===== src/rtl/mdu_hilo.sv =====
// Iterative multiply/divide unit holding the architectural HI/LO registers.
// One product/quotient bit per clock; signed operations work on magnitudes and fix the sign at the end.
module mdu_hilo #(
    parameter int XLEN = 32
) (
    input  logic            clk,
    input  logic            rst_n,
    input  logic            start,
    input  logic [1:0]      op,
    input  logic [XLEN-1:0] a,
    input  logic [XLEN-1:0] b,
    input  logic            hi_wr,
    input  logic            lo_wr,
    input  logic [XLEN-1:0] wr_data,
    output logic            busy,
    output logic            done,
    output logic [XLEN-1:0] hi,
    output logic [XLEN-1:0] lo
);

    localparam int CW = $clog2(XLEN) + 1;

    localparam logic [1:0] IDLE = 2'd0;
    localparam logic [1:0] RUN  = 2'd1;
    localparam logic [1:0] FIX  = 2'd2;

    logic [1:0]        state_q, state_d;
    logic [CW-1:0]     count_q, count_d;
    logic              div_q, div_d;
    logic              qneg_q, qneg_d;
    logic              rneg_q, rneg_d;
    logic [XLEN-1:0]   opa_q, opa_d;
    logic [XLEN-1:0]   opb_q, opb_d;
    logic [XLEN-1:0]   raw_a_q, raw_a_d;
    logic [2*XLEN-1:0] acc_q, acc_d;
    logic [XLEN-1:0]   hi_q, hi_d;
    logic [XLEN-1:0]   lo_q, lo_d;
    logic              done_q, done_d;

    logic              is_signed;
    logic [XLEN:0]     trial;
    logic [XLEN-1:0]   diff;
    logic [XLEN:0]     sum;
    logic [2*XLEN-1:0] prod;

    always_comb begin
        state_d   = state_q;
        count_d   = count_q;
        div_d     = div_q;
        qneg_d    = qneg_q;
        rneg_d    = rneg_q;
        opa_d     = opa_q;
        opb_d     = opb_q;
        raw_a_d   = raw_a_q;
        acc_d     = acc_q;
        hi_d      = hi_q;
        lo_d      = lo_q;
        done_d    = 1'b0;
        is_signed = ~op[0];
        trial     = '0;
        diff      = '0;
        sum       = '0;
        prod      = '0;

        case (state_q)
            IDLE: begin
                if (hi_wr) hi_d = wr_data;
                if (lo_wr) lo_d = wr_data;
                if (start) begin
                    div_d   = op[1];
                    opa_d   = (is_signed && a[XLEN-1]) ? -a : a;
                    opb_d   = (is_signed && b[XLEN-1]) ? -b : b;
                    raw_a_d = a;
                    qneg_d  = is_signed & (a[XLEN-1] ^ b[XLEN-1]);
                    rneg_d  = is_signed & a[XLEN-1];
                    acc_d   = '0;
                    count_d = '0;
                    state_d = RUN;
                end
            end
            RUN: begin
                count_d = count_q + CW'(1);
                if (div_q) begin
                    // Restoring divide: remainder lives in acc high half, quotient shifts into low half.
                    trial = {acc_q[2*XLEN-1:XLEN], opa_q[XLEN-1]};
                    diff  = trial[XLEN-1:0] - opb_q;
                    if (trial >= {1'b0, opb_q}) begin
                        acc_d = {diff, acc_q[XLEN-2:0], 1'b1};
                    end else begin
                        acc_d = {trial[XLEN-1:0], acc_q[XLEN-2:0], 1'b0};
                    end
                    opa_d = opa_q << 1;
                end else begin
                    sum   = {1'b0, acc_q[2*XLEN-1:XLEN]} + (opb_q[0] ? {1'b0, opa_q} : '0);
                    acc_d = {sum, acc_q[XLEN-1:1]};
                    opb_d = opb_q >> 1;
                end
                if (count_q == CW'(XLEN - 1)) state_d = FIX;
            end
            FIX: begin
                if (div_q) begin
                    if (opb_q == '0) begin
                        hi_d = raw_a_q;
                        lo_d = '1;
                    end else begin
                        lo_d = qneg_q ? -acc_q[XLEN-1:0] : acc_q[XLEN-1:0];
                        hi_d = rneg_q ? -acc_q[2*XLEN-1:XLEN] : acc_q[2*XLEN-1:XLEN];
                    end
                end else begin
                    prod = qneg_q ? -acc_q : acc_q;
                    hi_d = prod[2*XLEN-1:XLEN];
                    lo_d = prod[XLEN-1:0];
                end
                done_d  = 1'b1;
                state_d = IDLE;
            end
            default: state_d = IDLE;
        endcase
    end

    always_ff @(posedge clk or negedge rst_n) begin
        if (!rst_n) begin
            state_q <= IDLE;
            count_q <= '0;
            div_q   <= 1'b0;
            qneg_q  <= 1'b0;
            rneg_q  <= 1'b0;
            opa_q   <= '0;
            opb_q   <= '0;
            raw_a_q <= '0;
            acc_q   <= '0;
            hi_q    <= '0;
            lo_q    <= '0;
            done_q  <= 1'b0;
        end else begin
            state_q <= state_d;
            count_q <= count_d;
            div_q   <= div_d;
            qneg_q  <= qneg_d;
            rneg_q  <= rneg_d;
            opa_q   <= opa_d;
            opb_q   <= opb_d;
            raw_a_q <= raw_a_d;
            acc_q   <= acc_d;
            hi_q    <= hi_d;
            lo_q    <= lo_d;
            done_q  <= done_d;
        end
    end

    assign busy = (state_q != IDLE);
    assign done = done_q;
    assign hi   = hi_q;
    assign lo   = lo_q;

endmodule


===== config.mk =====
export PLATFORM = sky130hd
export DESIGN_NAME = mdu_hilo
export DESIGN_NICKNAME = d
export VERILOG_FILES = /design/src/rtl/mdu_hilo.sv
export SDC_FILE = /design/constraint.sdc
export NUM_CORES = 1
export LEC_CHECK = 0
export BUFFER_PORTS_ARGS = -buffer_cell sky130_fd_sc_hd__clkbuf_2
export CAP_MARGIN = 20
export CORE_MARGIN = 1
export CORE_UTILIZATION = 49
export CTS_CLUSTER_DIAMETER = 40
export DETAILED_ROUTE_END_ITERATION = 6
export GPL_TIMING_DRIVEN = 0
export MAX_ROUTING_LAYER = met4
export PLACE_DENSITY = 0.65
export SYNTH_ARGS = -nofsm -noshare
export SYNTH_HDL_FRONTEND = slang
export SYNTH_SLANG_ARGS = --single-unit

===== constraint.sdc =====
create_clock -name clk -period 5.1 [get_ports clk]
set_input_delay 1.02 -clock clk [delete_from_list [all_inputs] [get_ports clk]]
set_output_delay 1.02 -clock clk [all_outputs]
set_load 0.02 [all_outputs]

==> metrics.csv, run 1 <==
metric,value,unit
status,finished with violations,
failed_checks,DRC,
fin_skew,0.01792,ns
synth_edf_count,0,
synth_async_sr_flop_share,1.000,
synth_seq_cells,236,
synth_largest_area_cell,dfrtp_1,
busiest_layer,met2,
ys.flop_type,dfrtp_1,
start_kind,register,
finish.instance_area,20820,µm²
htree_levels,2,
peakVddDrop,0.5322,mV
worstMarginPinSlew,0.9525,ns
antenna_found_initial,1,
pwr-share-clk,0.193,
pre_cts_slack,0.1051,ns
wl,71.37,mm
ys_types,74,
grt_use_met3,0.07514,
die_h,193.4,µm
synth.area.top_cells,"dfrtp_1, o21ai_0, nand2_1",
final_util,0.5810,
groute.layer.met1.usage,0.5333,
comb_power_share,0.568,
drive_above_1_share,0.1071,
ys_seq_area_frac,0.3290,
p_per_area,692.3,nW/µm²
cp-end-kind,register,
ctsHoldBuffers,0,
swShare,0.4862,
dpl.hpwl,56.08,mm
drt-initial-drc-count,1866,
gr-total-overflow,0,
postCtsSetupRepairBufs,0,
syn2layout_area_growth,15.95,%
max_stage_delay,0.65,ns
via_per_inst,6.298,
syn_area_per_cell,7.877,µm²
syn-num-nets,2454,
nFillCells,3358,
p_total,14.41,mW
seq_power_share,0.239,
yosysWarnings,0,
grt_use_met2,0.5710,
dp_cells,2911,
slew_headroom,0.3567,
required,5.55,ns
die_w,193.4,µm
insertion_delay,0.57,ns
fmax,0.2008,GHz
p_int,7.404,mW
place_congestion,0.9757,
coreArea,35830,µm²
layout_commonest_cell,nand2_1,
layout_common_cells,"nand2_1, o21ai_0, dfrtp_1",
synth_top_area_frac,0.3290,
place_area,19450,µm²
cp_slowest_cell,clkbuf_1,
rsz0062_at_grt,false,
initial_core_util,0.5011,
syn_area,17950,µm²
setup_viol,0,
antenna_left,0,
hold_slack,0.3524,ns
period_minus_slack,4.980,ns
hp-class,in -> async,
antennaDiodeCount,0,
grt_max_degree,104,
grt_pass1_wl,107.7,mm
fp.dieArea,37410,µm²
cts.sink_count,236,
cp.arrival,5.43,ns
num_rows,69,
crit_chain,"inv_1, ha_1, nor2b_1, o2111ai_1, a2111oi_0, or3_1, nand2_1, o211a_1, o21ai_2, clkbuf_1, clkbuf_1, nand2_1, o211ai_1, a21oi_1",
cts_buffers,40,
post_layout_nonfiller_instances,2983,
clkTransAtPathRegs,0.05,ns
wl_per_cell,23.93,µm
critPathMaxFanout,10,
critPathKind,reg -> reg,
nNetsFinal,2667,
tritoncts,yes,
period_share,0.9766,
cts_buffer_depth,3,
maxSlewViolCount,0,
vias,18787,
track_usage,0.3885,
hold_viol_final,0,
tns,0,ns
syn_inst,2279,
dr.pass1.iters,7,
cts_root_buf,clkbuf_16,
drc,15,
final.setup.worst_slack,0.1195,ns
io_pins,169,
switching_power,7.006,mW
grt_pass1_vias,17452,
port_buffers,168,
cts-resized-gates,0,
maxCapViolCount,0,
p_leak,8.946,nW
==> cells by family (layout without fill, tap and decap cells) <==
group / after synthesis / after routing / share of synthesized area
XOR/XNOR: 193 / 193 / 0.09416
flip-flops: 236 / 236 / 0.3290
buffers and inverters: 221 / 464 / 0.04691
multiplexers: 63 / 63 / 0.03554
adder cells (fa/ha/maj): 72 / 72 / 0.05102
AND/OR/NAND/NOR: 746 / 746 / 0.1946
AO/OA/AOI/OAI: 748 / 748 / 0.2488
==> registers in the layout, indices dropped and copies added (netlist names) <==
signal	cells
acc_q	64
hi	32
lo	32
opa_q	32
opb_q	32
raw_a_q	32
count_q	6
state_q	2
div_q	1
done	1
qneg_q	1
rneg_q	1
==> worst max-delay path: cells and delay by family, from the launching register on <==
kind | cells | cell delay, ns
buffers and inverters | 3 | 1.52
flip-flops | 1 | 0.52
AND/OR/NAND/NOR | 4 | 0.76
AO/OA/AOI/OAI | 6 | 1.76
adder cells (fa/ha/maj) | 1 | 0.29
==> final cells by class <==
cell class	count	area [µm²]	share of cell area
inverters	63	236.5	0.01136
plain buffers	158	605.6	0.02909
clock inverters	22	265.3	0.01274
repair buffers	171	919.6	0.04418
multi-input cells	1822	11220	0.5388
flip-flops and latches	236	5907	0.2838
well taps	461	576.8	0.02771
clock buffers	50	1090	0.05235
==> power by group through the flow <==
stage               logic [mW]  clock network, mW  registers [mW]
finish                    8.19               2.77            3.45
global route              8.90               2.88            3.50
detailed placement        7.94                  0            3.43
floorplan                 5.56                  0            3.25
CTS                       7.99               2.80            3.41
global placement          7.86                  0            3.41
==> final timing paths <==
check,slack [ns],end,startpoint,depth (start not counted)
min in group clk,0.48,lo[16],lo[16],2
hold / removal,0.35,opb_q[1],rst_n,1
hold reg to reg,0.48,lo[16],lo[16],2
setup / recovery,0.12,acc_q[44],opa_q[31],14
setup reg to reg,0.12,acc_q[44],opa_q[31],14
max in group asynchronous,3.44,raw_a_q[10],rst_n,3
==> synth_stat cells (all sizes together), types with 17 or more instances <==
cell type    n
nor2       126
o41ai       20
nand2      328
nor4        19
dfrtp      236
buf         17
nand3       59
a21oi      179
and2        39
o211ai      49
inv         62
o21ai      285
o22ai       58
or3         37
clkbuf     141
xnor2      116
a21o        35
nand2b      27
a211oi      19
mux2i       57
xor2        77
ha          70
nor3        30
==> routing by layer <==
metal / vias to the layer above / wire length [µm]
li1: 8608 / -
met1: 9207 / 31860
met2: 832 / 31030
met3: 140 / 6031
met4: 0 / 2453
met5: - / 0
(Power assumes the default switching activity.)
==> run 2: changes to the inputs <==
--- a/config.mk
+++ b/config.mk
@@ -9,7 +9,9 @@
 export CAP_MARGIN = 20
 export CORE_MARGIN = 1
 export CORE_UTILIZATION = 49
+export CTS_BUF_LIST = sky130_fd_sc_hd__clkbuf_4 sky130_fd_sc_hd__clkbuf_8 sky130_fd_sc_hd__clkbuf_16
 export CTS_CLUSTER_DIAMETER = 40
+export CTS_CLUSTER_SIZE = 16
 export DETAILED_ROUTE_END_ITERATION = 6
 export GPL_TIMING_DRIVEN = 0
 export MAX_ROUTING_LAYER = met4
==> metrics.csv, run 2 (synthesis results as in run 1) <==
metric,value,unit,change
status,finished with violations,,
failed_checks,DRC,,
critPathMaxFanout,10,,unchanged
syn2layout_area_growth,16.06,%,about the same
setup_viol,0,,unchanged
peakVddDrop,0.5364,mV,+0.80%
finish.instance_area,20840,µm²,about the same
start_kind,register,,
cts-resized-gates,0,,unchanged
period_minus_slack,4.931,ns,-0.04918 ns
die_w,193.4,µm,unchanged
layout_common_cells,"nand2_1, o21ai_0, dfrtp_1",,
hold_viol_final,0,,unchanged
place_area,19450,µm²,unchanged
cts.sink_count,236,,unchanged
p_total,14.44,mW,+0.18%
grt_pass1_vias,17437,,-0.086%
cp-end-kind,register,,
critPathKind,reg -> reg,,
cts_buffers,40,,unchanged
num_rows,69,,unchanged
via_per_inst,6.308,,+0.17%
coreArea,35830,µm²,unchanged
fmax,0.2028,GHz,+1.0%
grt_max_degree,104,,unchanged
maxCapViolCount,0,,unchanged
cp_slowest_cell,clkbuf_1,,
postCtsSetupRepairBufs,0,,unchanged
insertion_delay,0.57,ns,about the same
wl_per_cell,23.88,µm,-0.20%
drt-initial-drc-count,1956,,+4.8%
largest-register,acc_q,,
post_layout_nonfiller_instances,2983,,unchanged
crit_chain,"inv_1, ha_1, nor2b_1, o2111ai_1, a2111oi_0, or3_1, nand2_1, o211a_1, o21ai_2, clkbuf_1, clkbuf_1, nand2_1, o211ai_1, a21oi_1",,
hp-class,in -> async,,
vias,18818,,+0.17%
cp.arrival,5.38,ns,-0.05 ns
fp.dieArea,37410,µm²,unchanged
track_usage,0.3886,,about the same
maxSlewViolCount,0,,unchanged
p_per_area,692.9,nW/µm²,about the same
largest_reg_flops,64,,unchanged
nNetsFinal,2667,,unchanged
dr.pass1.iters,7,,unchanged
die_h,193.4,µm,unchanged
layout_commonest_cell,nand2_1,,
period_share,0.9669,,-0.009643
dp_cells,2911,,unchanged
place_congestion,0.9757,,unchanged
fin_skew,0.01415,ns,-0.003766 ns
rsz0062_at_grt,false,,
initial_core_util,0.5011,,unchanged
drive_above_1_share,0.1094,,+0.002379
io_pins,169,,unchanged
rrSetupSlack,0.17,ns,+0.05 ns
grt_pass1_wl,107.7,mm,about the same
cts_buffer_depth,3,,unchanged
htree_levels,2,,unchanged
ctsHoldBuffers,0,,unchanged
required,5.55,ns,about the same
antenna_left,0,,unchanged
p_leak,8.965,nW,+0.22%
clkTransAtPathRegs,0.05,ns,about the same
antennaDiodeCount,0,,unchanged
slew_headroom,0.3584,,+0.001755
max_stage_delay,0.66,ns,about the same
gr-total-overflow,0,,unchanged
antenna_found_initial,1,,unchanged
wl,71.23,mm,-0.20%
dpl.hpwl,56.08,mm,unchanged
cts_root_buf,clkbuf_16,,
port_buffers,168,,unchanged
worstMarginPinSlew,0.9499,ns,-0.002599 ns
drc,17,,+2
tritoncts,yes,,
==> run 2: cell count changes in the layout (fill, tap and decap cells not counted), sizes merged <==
| cell | delta |
|---|---|
| clkinv | +2 |
| clkbuf | -2 |
==> run 2: cell type report <==
| class | instances | area [µm²] |
|---|---|---|
| buffer | 158 | 605.6 |
| timing repair buffer | 171 | 919.6 |
| tap | 461 | 576.8 |
| clock buffer | 48 | 1091 |
| multi-input combinational | 1822 | 11220 |
| sequential | 236 | 5907 |
| inverter | 63 | 236.5 |
| fill | 3356 | 14990 |
| clock inverter | 24 | 282.8 |
==> run 2: worst max-delay path, delay by kind of cell, from the launching register on <==
family          cells  cell delay, ns
compound gates      6            1.76
flops               1            0.53
fa+ha+maj           1            0.29
simple gates        4            0.73
buf+inv             3            1.49
==> run 2: final timing paths <==
path / start / endpoint / depth (start not counted)
min in group clk: lo[16] / lo[16] / 2
worst max-delay path: opa_q[31] / acc_q[44] / 14
worst min register to register: lo[16] / lo[16] / 2
max in group asynchronous: rst_n / raw_a_q[10] / 3
worst min-delay path: rst_n / opb_q[1] / 1
worst max register to register: opa_q[31] / acc_q[44] / 14
==> run 2: stage by stage <==
stage	util	hold slack, ns	setup WS, ns	setup TNS [ns]
floorplan	-	0.4386	1.471	0
global placement	0.5406	0.4550	-1.889	-434.61
detailed placement	0.5428	0.4638	0.1051	0
CTS	0.5812	0.3449	0.08875	0
global route	0.5815	0.3614	0.003952	0
finish	0.5815	0.3531	0.1687	0
==> run 2: per-layer routing <==
| metal | GRT usage | share of wire |
|---|---|---|
| met1 | 0.5340 | 0.44 |
| met2 | 0.5702 | 0.43 |
| met3 | 0.07497 | 0.094 |
| met4 | 0.1348 | 0.037 |
| met5 | - | 0 |
==> run 2: power by group <==
group	total [mW]	internal, mW	switching, mW
combinational	8.19	3.09	5.10
clock	2.80	1.75	1.05
sequential	3.45	2.58	0.871
==> run 3: changes to the inputs <==
--- a/config.mk
+++ b/config.mk
@@ -5,7 +5,6 @@
 export SDC_FILE = /design/constraint.sdc
 export NUM_CORES = 1
 export LEC_CHECK = 0
-export BUFFER_PORTS_ARGS = -buffer_cell sky130_fd_sc_hd__clkbuf_2
 export CAP_MARGIN = 20
 export CORE_MARGIN = 1
 export CORE_UTILIZATION = 49
@@ -13,9 +12,10 @@
 export CTS_CLUSTER_DIAMETER = 40
 export CTS_CLUSTER_SIZE = 16
 export DETAILED_ROUTE_END_ITERATION = 6
+export DONT_BUFFER_PORTS = 1
 export GPL_TIMING_DRIVEN = 0
 export MAX_ROUTING_LAYER = met4
-export PLACE_DENSITY = 0.65
+export PLACE_DENSITY = 0.61
 export SYNTH_ARGS = -nofsm -noshare
 export SYNTH_HDL_FRONTEND = slang
 export SYNTH_SLANG_ARGS = --single-unit
==> metrics.csv, run 3 (synthesis results as in run 1) <==
metric,value,unit,change
die_w,193.4,µm,unchanged
hold_viol_final,0,,unchanged
fp.dieArea,37410,µm²,unchanged
via_per_inst,6.391,,+1.3%
status,finished with violations,,
htree_levels,2,,unchanged
vias,18034,,-4.2%
wl_per_cell,25.13,µm,+5.2%
layout_common_cells,"nand2_1, o21ai_0, dfrtp_1",,
fin_skew,0.02403,ns,+0.009873 ns
finish.instance_area,20010,µm²,-3.9%
cts.sink_count,236,,unchanged
postCtsSetupRepairBufs,0,,unchanged
period_share,0.9579,,-0.008999
maxCapViolCount,0,,unchanged
final.setup.worst_slack,0.2146,ns,+0.04590 ns
regArea,5907,µm²,unchanged
peakVddDrop,0.5603,mV,+4.5%
largest_reg_flops,64,,unchanged
die_h,193.4,µm,unchanged
p_leak,8.263,nW,-7.8%
clkTransAtPathRegs,0.05,ns,about the same
antenna_found_initial,1,,unchanged
failed_checks,DRC,,
required,5.56,ns,about the same
ctsHoldBuffers,0,,unchanged
coreArea,35830,µm²,unchanged
critPathKind,reg -> reg,,
multi_input_area,11210,µm²,about the same
nFillCells,3435,,+2.4%
cts_root_buf,clkbuf_16,,
dpl.hpwl,55.25,mm,-1.5%
hp-class,in -> async,,
reg2regPathDepth,14,,unchanged
place_congestion,0.9789,,+0.33%
pre_cts_slack,0.1445,ns,+0.03948 ns
final_util,0.5586,,-0.02291
wl,70.92,mm,-0.43%
start_kind,register,,
gr-total-overflow,0,,unchanged
tns,0,ns,unchanged
grt_max_degree,237,,+130%
critPathMaxFanout,10,,unchanged
place_area,18530,µm²,-4.7%
track_usage,0.3878,,-0.0008206
cts_buffer_depth,3,,unchanged
maxSlewViolCount,0,,unchanged
nNetsFinal,2500,,-6.3%
cts_buffers,44,,+10%
setup_viol,0,,unchanged
rr_startpoint,acc_q[45],,
timing.rr.end,acc_q[44],,
port_buffers,0,,-100%
fmax,0.2047,GHz,+0.94%
antenna_left,0,,unchanged
tritoncts,yes,,
cp-end-kind,register,,
insertion_delay,0.59,ns,+0.02 ns
initial_core_util,0.5011,,unchanged
worstMarginPinSlew,1.239,ns,+0.2895 ns
dr.pass1.iters,7,,unchanged
syn2layout_area_growth,11.49,%,
period_minus_slack,4.885,ns,-0.04590 ns
num_rows,69,,unchanged
drive_above_1_share,0.04788,,-0.06156
cts-resized-gates,0,,unchanged
grt_pass1_vias,17332,,-0.60%
slew_headroom,0.1737,,-0.1847
drt-initial-drc-count,1504,,-23%
p_per_area,717.1,nW/µm²,+3.5%
rsz0062_at_grt,false,,
largest-register,acc_q,,
layout_commonest_cell,nand2_1,,
grt_pass1_wl,107.0,mm,-0.67%
hold_slack,0.1261,ns,-0.2270 ns
rrSetupSlack,0.21,ns,+0.05 ns
drc,16,,-1
io_pins,169,,unchanged
cp.arrival,5.35,ns,-0.03 ns
==> run 3: cell types whose count changed in the layout (fill, tap and decap cells not counted), sizes merged <==
cell,before,now
diode,0,1
bufinv,4,2
clkinv,10,12
buf,20,17
inv,70,73
clkinvlp,3,7
clkbuf,357,191
==> run 3: cell type report <==
type | count | share of cell area
clock inverters | 31 | 0.01575
inverters | 63 | 0.01182
flip-flops and latches | 236 | 0.2951
diodes | 1 | 0.0001250
plain buffers | 158 | 0.03026
multi-input cells | 1822 | 0.5602
clock buffers | 50 | 0.05789
well taps | 461 | 0.02882
==> run 3: worst max-delay path: stages, from the launching register on <==
cell      delay [ns]
dfrtp_1         0.55
ha_1            0.36
clkbuf_1        0.26
a21oi_1         0.14
o22ai_1         0.33
nor2_1          0.09
a22oi_1         0.27
nand2_1         0.16
o211a_1         0.30
o21ai_1         0.73
clkbuf_1        0.61
clkbuf_1        0.58
nand2_1         0.11
o211ai_1        0.13
a21oi_1         0.10
==> run 3: where the power goes <==
part	internal [mW]	total, mW	switching (mW)
registers	2.57	3.66	1.09
logic	2.96	7.76	4.80
clock network	1.78	2.93	1.15
total	7.31	14.4	7.04
==> run 3: per-layer routing <==
metal,global-route usage,vias to the layer above,part of all wire
met5,-,-,0
met2,0.6090,765,0.46
met4,0.1790,0,0.049
met1,0.4813,8794,0.42
li1,-,8279,-
met3,0.07723,196,0.079
==> run 3: how the worst max path moves through the flow <==
stage                     startpoint        end  slack, ns  cells after the start
after floorplan             opb_q[0]  acc_q[60]       1.47                     14
after global placement      opb_q[0]  acc_q[60]       0.19                     14
after detailed placement    opb_q[0]  acc_q[60]       0.14                     14
after CTS                   opb_q[0]  acc_q[60]       0.12                     14
after global routing       acc_q[45]  acc_q[44]       0.02                     14
final                      acc_q[45]  acc_q[44]       0.21                     14
==> run 3: metrics by stage <==
stage | instances | total power, mW
2_1_floorplan | 2279 | 8.807
3_3_place_gp | 2740 | 11.11
3_5_place_dp | 2740 | 11.21
4_1_cts | 2821 | 14.17
5_1_grt | 2822 | 15.20
6_report | 2822 | 14.35
